File: config.mk
export PLATFORM = sky130hd
export DESIGN_NAME = lfsr_share_ctrl_flat
export DESIGN_NICKNAME = d
export VERILOG_FILES = /design/src/rtl/lfsr_share_ctrl_if.sv /design/src/rtl/lfsr_share_ctrl.sv /design/src/flat_wrapper.sv
export SDC_FILE = /design/constraint.sdc
export NUM_CORES = 1
export LEC_CHECK = 0
export ABC_CLOCK_PERIOD_IN_PS = 2100
export BUFFER_PORTS_ARGS = -buffer_cell sky130_fd_sc_hd__buf_2
export CORE_MARGIN = 4
export CORE_UTILIZATION = 29
export CTS_CLUSTER_SIZE = 14
export DETAILED_ROUTE_END_ITERATION = 12
export RECOVER_POWER = 50
export REMOVE_ABC_BUFFERS = 1
export SYNTH_ARGS = -nofsm -noshare
export SYNTH_HDL_FRONTEND = slang
export SYNTH_SLANG_ARGS = --single-unit
File: constraint.sdc
create_clock -name clock -period 2.1 [get_ports clock]
set_clock_uncertainty 0.1 [all_clocks]
set_input_delay 0 -clock clock [delete_from_list [all_inputs] [get_ports clock]]
set_output_delay 0 -clock clock [all_outputs]
set_load 0.01 [all_outputs]
File: src/rtl/lfsr_share_ctrl_if.sv
// Requester and LFSR-side signals of the shared-LFSR scheduler.
// The slave modport is the controller; master is the requesters plus the LFSR.
interface lfsr_share_ctrl_if #(
    parameter int unsigned WIDTH = 8,
    parameter int unsigned LEN_W = 8
);
    logic             req_a;
    logic [WIDTH-1:0] seed_a;
    logic [LEN_W-1:0] len_a;
    logic             req_b;
    logic [WIDTH-1:0] seed_b;
    logic [LEN_W-1:0] len_b;
    logic             lfsr_sel;
    logic [WIDTH-1:0] lfsr_init;
    logic [WIDTH-1:0] lfsr_y;
    logic             busy;
    logic             own_a;
    logic             own_b;
    logic             out_valid;
    logic [WIDTH-1:0] out_data;
    logic             out_id;
    logic             done_a;
    logic             done_b;

    modport master (
        output req_a, seed_a, len_a, req_b, seed_b, len_b, lfsr_y,
        input  lfsr_sel, lfsr_init, busy, own_a, own_b, out_valid, out_data, out_id,
        input  done_a, done_b
    );

    modport slave (
        input  req_a, seed_a, len_a, req_b, seed_b, len_b, lfsr_y,
        output lfsr_sel, lfsr_init, busy, own_a, own_b, out_valid, out_data, out_id,
        output done_a, done_b
    );
endinterface

File: src/rtl/lfsr_share_ctrl.sv
// Round-robin scheduler sharing one external LFSR between requesters A and B:
// load the owner's seed, run len steps, stream each state tagged with the owner id.
module lfsr_share_ctrl #(
    parameter int unsigned WIDTH = 8,
    parameter int unsigned LEN_W = 8
) (
    input  logic              clock,
    input  logic              reset,
    lfsr_share_ctrl_if.slave  bus
);

    typedef enum logic [1:0] {StIdle, StLoad, StRun, StDone} state_e;

    state_e           state_q, state_d;
    logic             prio_q, prio_d;  // 1: B wins a tie
    logic             id_q, id_d;
    logic [WIDTH-1:0] seed_q, seed_d;
    logic [LEN_W-1:0] len_q, len_d;
    logic [LEN_W-1:0] count_q, count_d;
    logic             out_valid_q, out_valid_d;
    logic [WIDTH-1:0] out_data_q, out_data_d;
    logic             out_id_q, out_id_d;
    logic             grant_b;

    always_comb begin
        state_d     = state_q;
        prio_d      = prio_q;
        id_d        = id_q;
        seed_d      = seed_q;
        len_d       = len_q;
        count_d     = count_q;
        grant_b     = 1'b0;
        out_valid_d = (state_q == StRun);
        out_data_d  = out_data_q;
        out_id_d    = out_id_q;

        unique case (state_q)
            StIdle: begin
                if (bus.req_a || bus.req_b) begin
                    grant_b = bus.req_b && (!bus.req_a || prio_q);
                    id_d    = grant_b;
                    prio_d  = !grant_b;
                    seed_d  = grant_b ? bus.seed_b : bus.seed_a;
                    len_d   = grant_b ? bus.len_b : bus.len_a;
                    state_d = ((grant_b ? bus.len_b : bus.len_a) == '0) ? StDone : StLoad;
                end
            end
            StLoad: begin
                count_d = len_q;
                state_d = StRun;
            end
            StRun: begin
                out_data_d = bus.lfsr_y;
                out_id_d   = id_q;
                count_d    = count_q - 1'b1;
                if (count_q == LEN_W'(1)) begin
                    state_d = StDone;
                end
            end
            StDone: begin
                state_d = StIdle;
            end
            default: begin
                state_d = StIdle;
            end
        endcase
    end

    always_ff @(posedge clock or posedge reset) begin
        if (reset) begin
            state_q     <= StIdle;
            prio_q      <= 1'b0;
            id_q        <= 1'b0;
            seed_q      <= '0;
            len_q       <= '0;
            count_q     <= '0;
            out_valid_q <= 1'b0;
            out_data_q  <= '0;
            out_id_q    <= 1'b0;
        end else begin
            state_q     <= state_d;
            prio_q      <= prio_d;
            id_q        <= id_d;
            seed_q      <= seed_d;
            len_q       <= len_d;
            count_q     <= count_d;
            out_valid_q <= out_valid_d;
            out_data_q  <= out_data_d;
            out_id_q    <= out_id_d;
        end
    end

    assign bus.lfsr_sel  = (state_q == StLoad);
    assign bus.lfsr_init = seed_q;
    assign bus.busy      = (state_q != StIdle);
    assign bus.own_a     = (state_q != StIdle) && !id_q;
    assign bus.own_b     = (state_q != StIdle) && id_q;
    assign bus.done_a    = (state_q == StDone) && !id_q;
    assign bus.done_b    = (state_q == StDone) && id_q;
    assign bus.out_valid = out_valid_q;
    assign bus.out_data  = out_data_q;
    assign bus.out_id    = out_id_q;

endmodule

File: src/flat_wrapper.sv
// flat-port wrapper written by rule: the top's interface ports become plain ports
module lfsr_share_ctrl_flat 
#(
    parameter int unsigned WIDTH = 8,
    parameter int unsigned LEN_W = 8
)
  (clock, reset, bus_req_a, bus_seed_a, bus_len_a, bus_req_b, bus_seed_b, bus_len_b, bus_lfsr_y, bus_lfsr_sel, bus_lfsr_init, bus_busy, bus_own_a, bus_own_b, bus_out_valid, bus_out_data, bus_out_id, bus_done_a, bus_done_b);
  lfsr_share_ctrl_if #(.WIDTH(WIDTH), .LEN_W(LEN_W)) bus_i ();
  input  logic clock;
  input  logic reset;
  input wire logic [$bits(bus_i.req_a)-1:0] bus_req_a;
  input wire logic [$bits(bus_i.seed_a)-1:0] bus_seed_a;
  input wire logic [$bits(bus_i.len_a)-1:0] bus_len_a;
  input wire logic [$bits(bus_i.req_b)-1:0] bus_req_b;
  input wire logic [$bits(bus_i.seed_b)-1:0] bus_seed_b;
  input wire logic [$bits(bus_i.len_b)-1:0] bus_len_b;
  input wire logic [$bits(bus_i.lfsr_y)-1:0] bus_lfsr_y;
  output wire logic [$bits(bus_i.lfsr_sel)-1:0] bus_lfsr_sel;
  output wire logic [$bits(bus_i.lfsr_init)-1:0] bus_lfsr_init;
  output wire logic [$bits(bus_i.busy)-1:0] bus_busy;
  output wire logic [$bits(bus_i.own_a)-1:0] bus_own_a;
  output wire logic [$bits(bus_i.own_b)-1:0] bus_own_b;
  output wire logic [$bits(bus_i.out_valid)-1:0] bus_out_valid;
  output wire logic [$bits(bus_i.out_data)-1:0] bus_out_data;
  output wire logic [$bits(bus_i.out_id)-1:0] bus_out_id;
  output wire logic [$bits(bus_i.done_a)-1:0] bus_done_a;
  output wire logic [$bits(bus_i.done_b)-1:0] bus_done_b;
  assign bus_i.req_a = bus_req_a;
  assign bus_i.seed_a = bus_seed_a;
  assign bus_i.len_a = bus_len_a;
  assign bus_i.req_b = bus_req_b;
  assign bus_i.seed_b = bus_seed_b;
  assign bus_i.len_b = bus_len_b;
  assign bus_i.lfsr_y = bus_lfsr_y;
  assign bus_lfsr_sel = bus_i.lfsr_sel;
  assign bus_lfsr_init = bus_i.lfsr_init;
  assign bus_busy = bus_i.busy;
  assign bus_own_a = bus_i.own_a;
  assign bus_own_b = bus_i.own_b;
  assign bus_out_valid = bus_i.out_valid;
  assign bus_out_data = bus_i.out_data;
  assign bus_out_id = bus_i.out_id;
  assign bus_done_a = bus_i.done_a;
  assign bus_done_b = bus_i.done_b;
  lfsr_share_ctrl #(.WIDTH(WIDTH), .LEN_W(LEN_W)) u_core (.clock(clock), .reset(reset), .bus(bus_i));
endmodule
### After elaboration in Yosys (flattened, before gate mapping)

Cells that the tools add are included.

| word-level totals | value |
|---|---|
| bits in latches | 0 |
| memories kept | 0 |
| register bits | 38 |
| memory bits (read-only) | 0 |
| bits in writable memories | 0 |

| operators by class | value |
|---|---|
| div/mod/pow operators | 0 |
| add/subtract/negate cells | 1 |
| equality and inequality tests | 6 |
| reductions and logical operators | 16 |
| multiply operators | 0 |
| muxes and demuxes | 7 |
| bitwise gates (word level) | 0 |
| shift operators | 0 |
| order comparisons | 0 |

Operators by type and width:

| cell | count |
|---|---|
| $mux 8 | 2 |
| $pmux 8 s2 | 1 |
| $eq 8x1->1 const B | 1 |
| $logic_not 8->1 | 1 |
| $pmux 2 s4 | 1 |
| $sub 8x1->8 const B | 1 |
| $mux 2 | 3 |
| $logic_and 1x1->1 | 5 |
| $eq 2x2->1 const B | 2 |
| $reduce_and 2->1 | 2 |
| $reduce_bool 2->1 | 2 |
| $logic_not 1->1 | 3 |
| $eq 2x1->1 const B | 1 |
| $logic_not 2->1 | 1 |
| $logic_or 1x1->1 | 2 |
| $ne 2x1->1 const B | 1 |
| $ne 2x2->1 const B | 1 |

### Longest topological paths before layout

Gate-level depths: netlist of run 1.

| logic depth | value |
|---|---|
| depth in word-level cells | 8 |
| mapped depth | 7 |
| depth with buffers taken out | 6 |

### Worst setup path before layout of run 1

Ideal clock, no wire load.

| timing | value |
|---|---|
| kind | flip-flop to flip-flop |
| from | reg u_core.state_q[0] |
| to | reg u_core.state_q[1] |
| buffers on the path | 1 |
| data arrival time | 1.519 ns |
| period minus slack after synthesis | 1.745 ns |
| path slack | 0.355 ns |
| data required time | 1.874 ns |
| cell stages (with the launch flop) | 8 |
| cell sequence | dfrtp_1 inv_1 ha_1 buf_2 inv_1 a31oi_1 a41o_1 o32a_1 |

| between the ends | value |
|---|---|
| word-level cells in the longest chain between the ends | 3 |
| elaborated cells on any way between the ends | 8 |

RTL lines:

| what | line | RTL |
|---|---|---|
| from (decl) | lfsr_share_ctrl.sv:14 | `state_e state_q, state_d;` |
| from (signal assigned) | lfsr_share_ctrl.sv:71 | `state_q <= StIdle;` |
| from (signal assigned) | lfsr_share_ctrl.sv:81 | `state_q <= state_d;` |
| $eq 2x2->1 * | n/a |  |
| via u_core.out_valid_d | lfsr_share_ctrl.sv:20 | `logic out_valid_q, out_valid_d;` |
| $ne 2x2->1 (no source line) | n/a |  |
| $reduce_and 2->1 (no source line) | n/a |  |

Mark *: on every way through the listed nets, which the timed path passes. The rest lies on a longest branch.
A chain may end at the register's enable or synchronous reset.

### Worst setup path after layout of run 1

| timing | value |
|---|---|
| from | reg u_core.prio_q |
| to | reg u_core.len_q[2] |

| between the ends | value |
|---|---|
| word-level cells in the longest chain between the ends | 3 |

RTL lines:

| what | line | RTL |
|---|---|---|
| from (decl) | lfsr_share_ctrl.sv:15 | `logic prio_q, prio_d;` |
| from (signal assigned) | lfsr_share_ctrl.sv:82 | `prio_q <= prio_d;` |
| $logic_or 1x1->1 | lfsr_share_ctrl.sv:40 | `grant_b = bus.req_b && (!bus.req_a \|\| prio_q);` |
| $logic_and 1x1->1 | lfsr_share_ctrl.sv:40 |  |
| $mux 8 | lfsr_share_ctrl.sv:44 | `len_d = grant_b ? bus.len_b : bus.len_a;` |
| to (signal assigned) | lfsr_share_ctrl.sv:85 | `len_q <= len_d;` |
| to (decl) | lfsr_share_ctrl.sv:18 | `logic [LEN_W-1:0] len_q, len_d;` |

Every way passes these cells.

==> results of run 1 <==
==> repair_timing <==
item,CTS,global route
endpoints found under the hold margin,62,0
resized for setup,0,1
hold buffers,42,0
endpoints found under the setup margin,0,2
setup buffers,0,0
==> critical path: stages, from the launching register on <==
cell and delay (ns):
dfrtp_1 0.39, nand2b_1 0.20, nand2_2 0.19, buf_4 0.19, mux2i_1 0.18, dlygate4sd3_1 0.55
o21ai_0 0.07
==> per-layer routing <==
metal	vias to the layer above	wire (µm)	global-route usage
li1	874	-	-
met1	837	2340	0.185
met2	61	2470	0.242
met3	10	266	0.0400
met4	0	106	0.0591
met5	-	0	0
==> sequential cells by signal, indices dropped and copies added, names as in the netlist <==
register and count:
u_core.len_q 8, u_core.count_q 8, u_core.bus.out_data 8, u_core.id_q 1, u_core.bus.lfsr_init 8, u_core.prio_q 1, u_core.bus.out_id 1, u_core.state_q 2
u_core.bus.out_valid 1
==> through the flow <==
stage                     cell area [µm²]  utilization  power (mW)  worst slack, ns  hold slack (ns)
after floorplan                      1830            -        2.54            0.111           0.0353
after global placement               2300        0.378        3.14            0.334           0.0409
after detailed placement             2300        0.378        3.18            0.270           0.0500
after CTS                            2860        0.469        4.01           0.0462           0.0185
after global routing                 2840        0.466        4.31           0.0168           0.0625
final                                2840        0.466        3.96            0.135           0.0461
==> cell families after synthesis <==
logic type	Yosys count	share of synthesized area
and+or+nand+nor	59	0.147
muxes	18	0.102
buffers and inverters	17	0.0368
DFF	38	0.508
AOI/OAI and AO/OA	47	0.165
adders and majority gates	6	0.0401
==> cells in the final DEF, fill, tap and decap left out, drive strengths merged, types with 3 or more instances in the layout <==
| cell type | instances |
|---|---|
| buf | 58 |
| dlygate4sd3 | 42 |
| dfrtp | 38 |
| nand2 | 28 |
| clkbuf | 20 |
| o21ai | 13 |
| a21oi | 11 |
| nor2 | 10 |
| mux2 | 9 |
| mux2i | 9 |
| inv | 7 |
| a22oi | 7 |
| ha | 6 |
| nor4 | 4 |
| nand3 | 3 |
| a2bb2oi | 3 |
| nor2b | 3 |
==> path summary, 6_finish.rpt <==
kind                       cells after the start  slack (ns)                             endpoint                        start
min in group asynchronous                      4        0.45   u_core.bus.out_data[0]$_DFFE_PP0N_                        reset
max                                            6        0.14          u_core.len_q[2]$_DFFE_PP0P_    u_core.prio_q$_DFFE_PP0P_
max in group asynchronous                      4        0.85          u_core.len_q[1]$_DFFE_PP0P_                        reset
max reg2reg                                    6        0.14          u_core.len_q[2]$_DFFE_PP0P_    u_core.prio_q$_DFFE_PP0P_
min reg2reg                                    2        0.38          u_core.len_q[6]$_DFFE_PP0P_  u_core.len_q[6]$_DFFE_PP0P_
min                                            4        0.05  u_core.bus.lfsr_init[0]$_DFFE_PP0P_                    bus_req_b
==> layout make-up <==
class                   instances  area (µm²)  area share
multi-input cells             130         853       0.300
repair buffers                115         781       0.275
clock buffers                   5        68.8      0.0242
well taps                      75        93.8      0.0330
inverters                       7        26.3     0.00924
flip-flops and latches         38         951       0.335
clock inverters                 3        68.8      0.0242
==> power by group through the flow <==
| stage | sequential, mW | combinational [mW] | clock (mW) |
|---|---|---|---|
| 3_3_place_gp | 1.39 | 1.76 | 0 |
| 2_1_floorplan | 1.42 | 1.12 | 0 |
| 4_1_cts | 1.39 | 1.86 | 0.768 |
| 6_report | 1.39 | 1.81 | 0.757 |
| 5_1_grt | 1.44 | 2.07 | 0.800 |
| 3_5_place_dp | 1.39 | 1.79 | 0 |
==> run metrics, run 1 <==
Hold Vio Cnt, Final 0; Setup Viol. Count Final 0; Sw Ratio 0.382; fin nets between 300 and 400; Most used DFF post-synth dfrtp_1; Bufs on Longest Clock Path 2; GRT Overall Usage 0.148; H-tree Lvls 2; Synth Register Bits 38; Leak Pwr between 1 and 1.5 nW; first-pass GRT wire length between 8 and 9 mm; boundary pin count 68; Netlist cell types 38; mapped cell area 1870 µm²; port buffer count 67; final critical path time including I/O delays and setup slightly below 2 ns; CTS Buf Count 5; wire per inst roughly 14 µm; Overflow after GRT 0; CTS tree yes; Detailed Routing Iterations Pass 1 5; Ys Warns 0; Vias/cell between 4 and 5; Max Transition Viols Final 0; most common cell in the netlist dfrtp_1; Yosys top cell area share 0.508; Setup crit end kind flip-flop; period utilization 0.936; Setup Crit Path Kind flip-flop to flip-flop; Post-synth EDFFs 0; worst slew pin tran 0.961 ns; Std-Cell Rows 28; Comb power frac 0.457; Initial Utilization 0.307; Int Pwr around 2.4 mW; sequential area share after synthesis 0.508; Synth top cells by count dfrtp_1 (38), nand2_1 (28), o21ai_0 (12); total core area 6100 µm²; CP startpoint kind flip-flop; Post-Syn Instances approximately 190; Antenna Cells 0; clk_lat worst skew approximately 0.3 ns; Post-Place Cells around 320; Final Instance Count excl. Fillers between 300 and 400; Horiz. Die Dim a little under 90 µm; CTS root buffer clkbuf_8; Setup Total Neg Slack 0 ns; Psw about 1.5 mW; share of power burned in registers 0.352; CP required 2.19 ns; max-cap violations 0; drc violations 0; largest net degree at the start of global routing 39; Peak VDD IR between 0.6 and 0.7 mV; ratio of cells with drive above 1 in the final layout 0.268; headroom to the max-slew limit 0.359; Clk pwr share 0.191; Die Ht between 80 and 90 µm; post-DP HPWL ~3.5 mm; Arr. time, crit path just over 2 ns; Syn-to-layout area delta 52.0%; outcome finished, final reports clean; Sink Count 38; worst hold path class input port to flip-flop; routability cong. between 0.7 and 0.8; RSZ-0062 raised after global routing false; Reg clk slew, reported paths roughly 0.080 ns; Async S/R FF share, synth 1.00; DR vias about 1800; Die ar. between 7000 and 8000 µm²; initial antenna violation count 0; Mean Syn Cell Area about 10 µm²; Cell Pwr Density around 1400 nW/µm²; Routed WL 5.18 mm; leading area contributor after synthesis dfrtp_1; Worst Path Max Fanout 6; post-route antenna net violation count 0; FMAX about 510 MHz; vias in the first global route ~1800; DRT iter0 DRCs ~70; Area contributors post-synth dfrtp_1 (51%), nand2_1 (5.6%), mux2_2 (5.4%), mux2i_1 (4.8%), ha_1 (4.0%); Fillers 576
Power figures use the tool's default switching activity.
==> inputs of run 2 (changes only) <==
ABC_CLOCK_PERIOD_IN_PS = 2000   (was 2100)
clock period = 2 ns   (was 2.1 ns; I/O delays follow)
==> run 2 against run 1 <==
Effect of this change: core utilization decreased by 0.94 points; global-route usage increased by 0.15 points; fmax increased by 6.4%; clock-buffer cell count increased by 1; design area decreased by 2.0%; first-iteration DRC count increased by 40%; sequential share of layout area increased by 0.69 points; clock power decreased by 27%; register-to-register slack improved by 0.02 ns; sequential power increased by 5%; critical path type unchanged; flip-flop and latch count unchanged; die area unchanged.
==> run metrics, run 2 (synthesis gave the netlist of run 1 again) <==
outcome finished, final reports clean; Hold Vio Cnt, Final 0 (unchanged); H-tree Lvls 2 (unchanged); Horiz. Die Dim 88.3 µm (unchanged); Overflow after GRT 0 (unchanged); vias in the first global route 1886 (+2.7%); CTS root buffer clkbuf_8; Setup Viol. Count Final 0 (unchanged); CTS tree yes; Antenna Cells 0 (unchanged); Worst Path Max Fanout 9 (+3); Detailed Routing Iterations Pass 1 4 (-1); Worst Min Path Start bus_req_b; Setup Total Neg Slack 0 ns (unchanged); Arr. time, crit path 1.98 ns (-0.07 ns); Routed WL 5.28 mm (+2.0%); post-route antenna net violation count 0 (unchanged); wire per inst 14.2 µm (+2.2%); ratio of cells with drive above 1 in the final layout 0.256 (-0.0126); port buffer count 67 (unchanged); fin nets 346 (-0.29%); total power 3.91 mW (-1.2%); total core area 6100 µm² (unchanged); Initial Utilization 0.307 (unchanged); Clk pwr share 0.141 (-0.050); boundary pin count 68 (unchanged); Peak VDD IR 0.667 mV (+0.26%); Int Pwr 2.33 mW (-4.8%); Max Transition Viols Final 0 (unchanged); Cell Pwr Density 1400 nW/µm² (+0.86%); Std-Cell Rows 28 (unchanged); GRT Overall Usage 0.149 (+0.00149); Leak Pwr 1.33 nW (-2.7%); Comb power frac 0.486 (+0.029); Sw Ratio 0.404 (+0.0226); CP startpoint kind flip-flop; Bufs on Longest Clock Path 2 (unchanged); worst slew pin tran 0.963 ns (+0.00228 ns); most frequent cells in the layout buf_2 (49), dlygate4sd3_1 (41), dfrtp_1 (38), nand2_1 (27), clkbuf_1 (18); FMAX 541 MHz (+6.4%); initial antenna violation count 0 (unchanged); post-DP HPWL 3.41 mm (-2.5%); most common cell after layout, fill and taps aside buf_2; RSZ-0062 raised after global routing false; DRT iter0 DRCs 101 (+40%); Syn-to-layout area delta 48.9%; max-cap violations 0 (unchanged); worst hold path class input port to flip-flop; Sink Count 38 (unchanged); DR vias 1774 (-0.45%); Vias/cell 4.77 (-0.18%); R2R cell count 6 (unchanged); Hold Crit Endpoint u_core.prio_q$_DFFE_PP0P_; Setup Crit Path Kind flip-flop to flip-flop; period utilization 0.924 (-0.0121); clk_lat worst skew 0.29 ns (about the same); first-pass GRT wire length 9.09 mm (+2.3%); Setup crit end kind flip-flop; share of power burned in registers 0.373 (+0.021); worst hold path stage count 3 (-1); reg2reg end u_core.bus.lfsr_init[4]$_DFFE_PP0P_; reg-to-reg slack, setup 0.15 ns (+0.02 ns); largest net degree at the start of global routing 39 (unchanged); CP required 2.13 ns (-0.06 ns); drc violations 0 (unchanged); Die Ht 88.3 µm (unchanged); RR Startpoint u_core.state_q[0]$_DFFE_PP0P_; Die ar. 7800 µm² (unchanged); routability cong. 0.795 (+0.14%); headroom to the max-slew limit 0.358 (-0.00152); Reg clk slew, reported paths 0.08 ns (about the same); final critical path time including I/O delays and setup 1.85 ns (-0.118 ns); Psw 1.58 mW (+4.7%); post-CTS setup buffers 0 (unchanged); CTS Buf Count 5 (unchanged)
## run 2: cell count changes in the layout (fill, tap and decap cells not counted)
| cell | change |
|---|---|
| buf_2 | -4 |
| clkbuf_1 | +4 |
| bufinv_16 | -2 |
| clkbuf_8 | +1 |
| clkinv_2 | +1 |
| clkinv_4 | -1 |
| clkinvlp_4 | +1 |
| dlygate4sd3_1 | -1 |
## run 2: how the worst max path moves through the flow
stage / startpoint / endpoint
3_5_place_dp: u_core.state_q[0]$_DFFE_PP0P_ / u_core.state_q[1]$_DFFE_PP0P_
4_1_cts: u_core.prio_q$_DFFE_PP0P_ / u_core.len_q[7]$_DFFE_PP0P_
3_3_place_gp: u_core.state_q[0]$_DFFE_PP0P_ / u_core.state_q[1]$_DFFE_PP0P_
5_1_grt: u_core.state_q[0]$_DFFE_PP0P_ / u_core.bus.lfsr_init[4]$_DFFE_PP0P_
2_1_floorplan: u_core.state_q[0]$_DFFE_PP0P_ / u_core.state_q[1]$_DFFE_PP0P_
6_report: u_core.state_q[0]$_DFFE_PP0P_ / u_core.bus.lfsr_init[4]$_DFFE_PP0P_
## run 2: timing repair
action,CTS,global route
setup endpoints to repair,0,2
hold buffers,41,0
endpoints found under the hold margin,62,0
gates resized for setup,0,1
## run 2: routing by layer
layer,global-route usage,up-vias,share of wire
li1,-,871,-
met1,0.183,839,0.43
met2,0.258,58,0.50
met3,0.0410,6,0.058
met4,0.0412,0,0.012
met5,0,-,0
## run 2: worst max-delay path: stages (launching register included)
cell and delay, ns:
dfrtp_1 0.42, inv_1 0.09, ha_1 0.37, o21ai_2 0.16, a21oi_2 0.37, a22oi_1 0.18, nand2_1 0.09
## run 2: area by class of cell
class	instances	area [µm²]
clock buffers	6	82.6
clock inverters	2	12.5
fillers	599	3310
inverters	7	26.3
multi-input cells	130	853
flip-flops and latches	38	951
well taps	75	93.8
repair buffers	114	766
## run 2: through the flow
step                utilization  instance area, µm²  cells  hold slack, ns  worst slack (ns)
floorplan                     -                1830    175          0.0353            0.0115
global placement          0.378                2300    323          0.0438             0.270
detailed placement        0.378                2300    323          0.0625             0.156
CTS                       0.461                2810    372          0.0672            0.0627
global route              0.457                2790    372           0.102            0.0348
finish                    0.457                2790    372          0.0902             0.153
## run 2: power by group through the flow
stage / Clock, mW / Combinational (mW) / Sequential, mW
6_report: 0.550 / 1.90 / 1.46
5_1_grt: 0.603 / 2.14 / 1.52
3_5_place_dp: 0 / 1.88 / 1.45
3_3_place_gp: 0 / 1.84 / 1.45
4_1_cts: 0.572 / 1.95 / 1.45
2_1_floorplan: 0 / 1.18 / 1.49
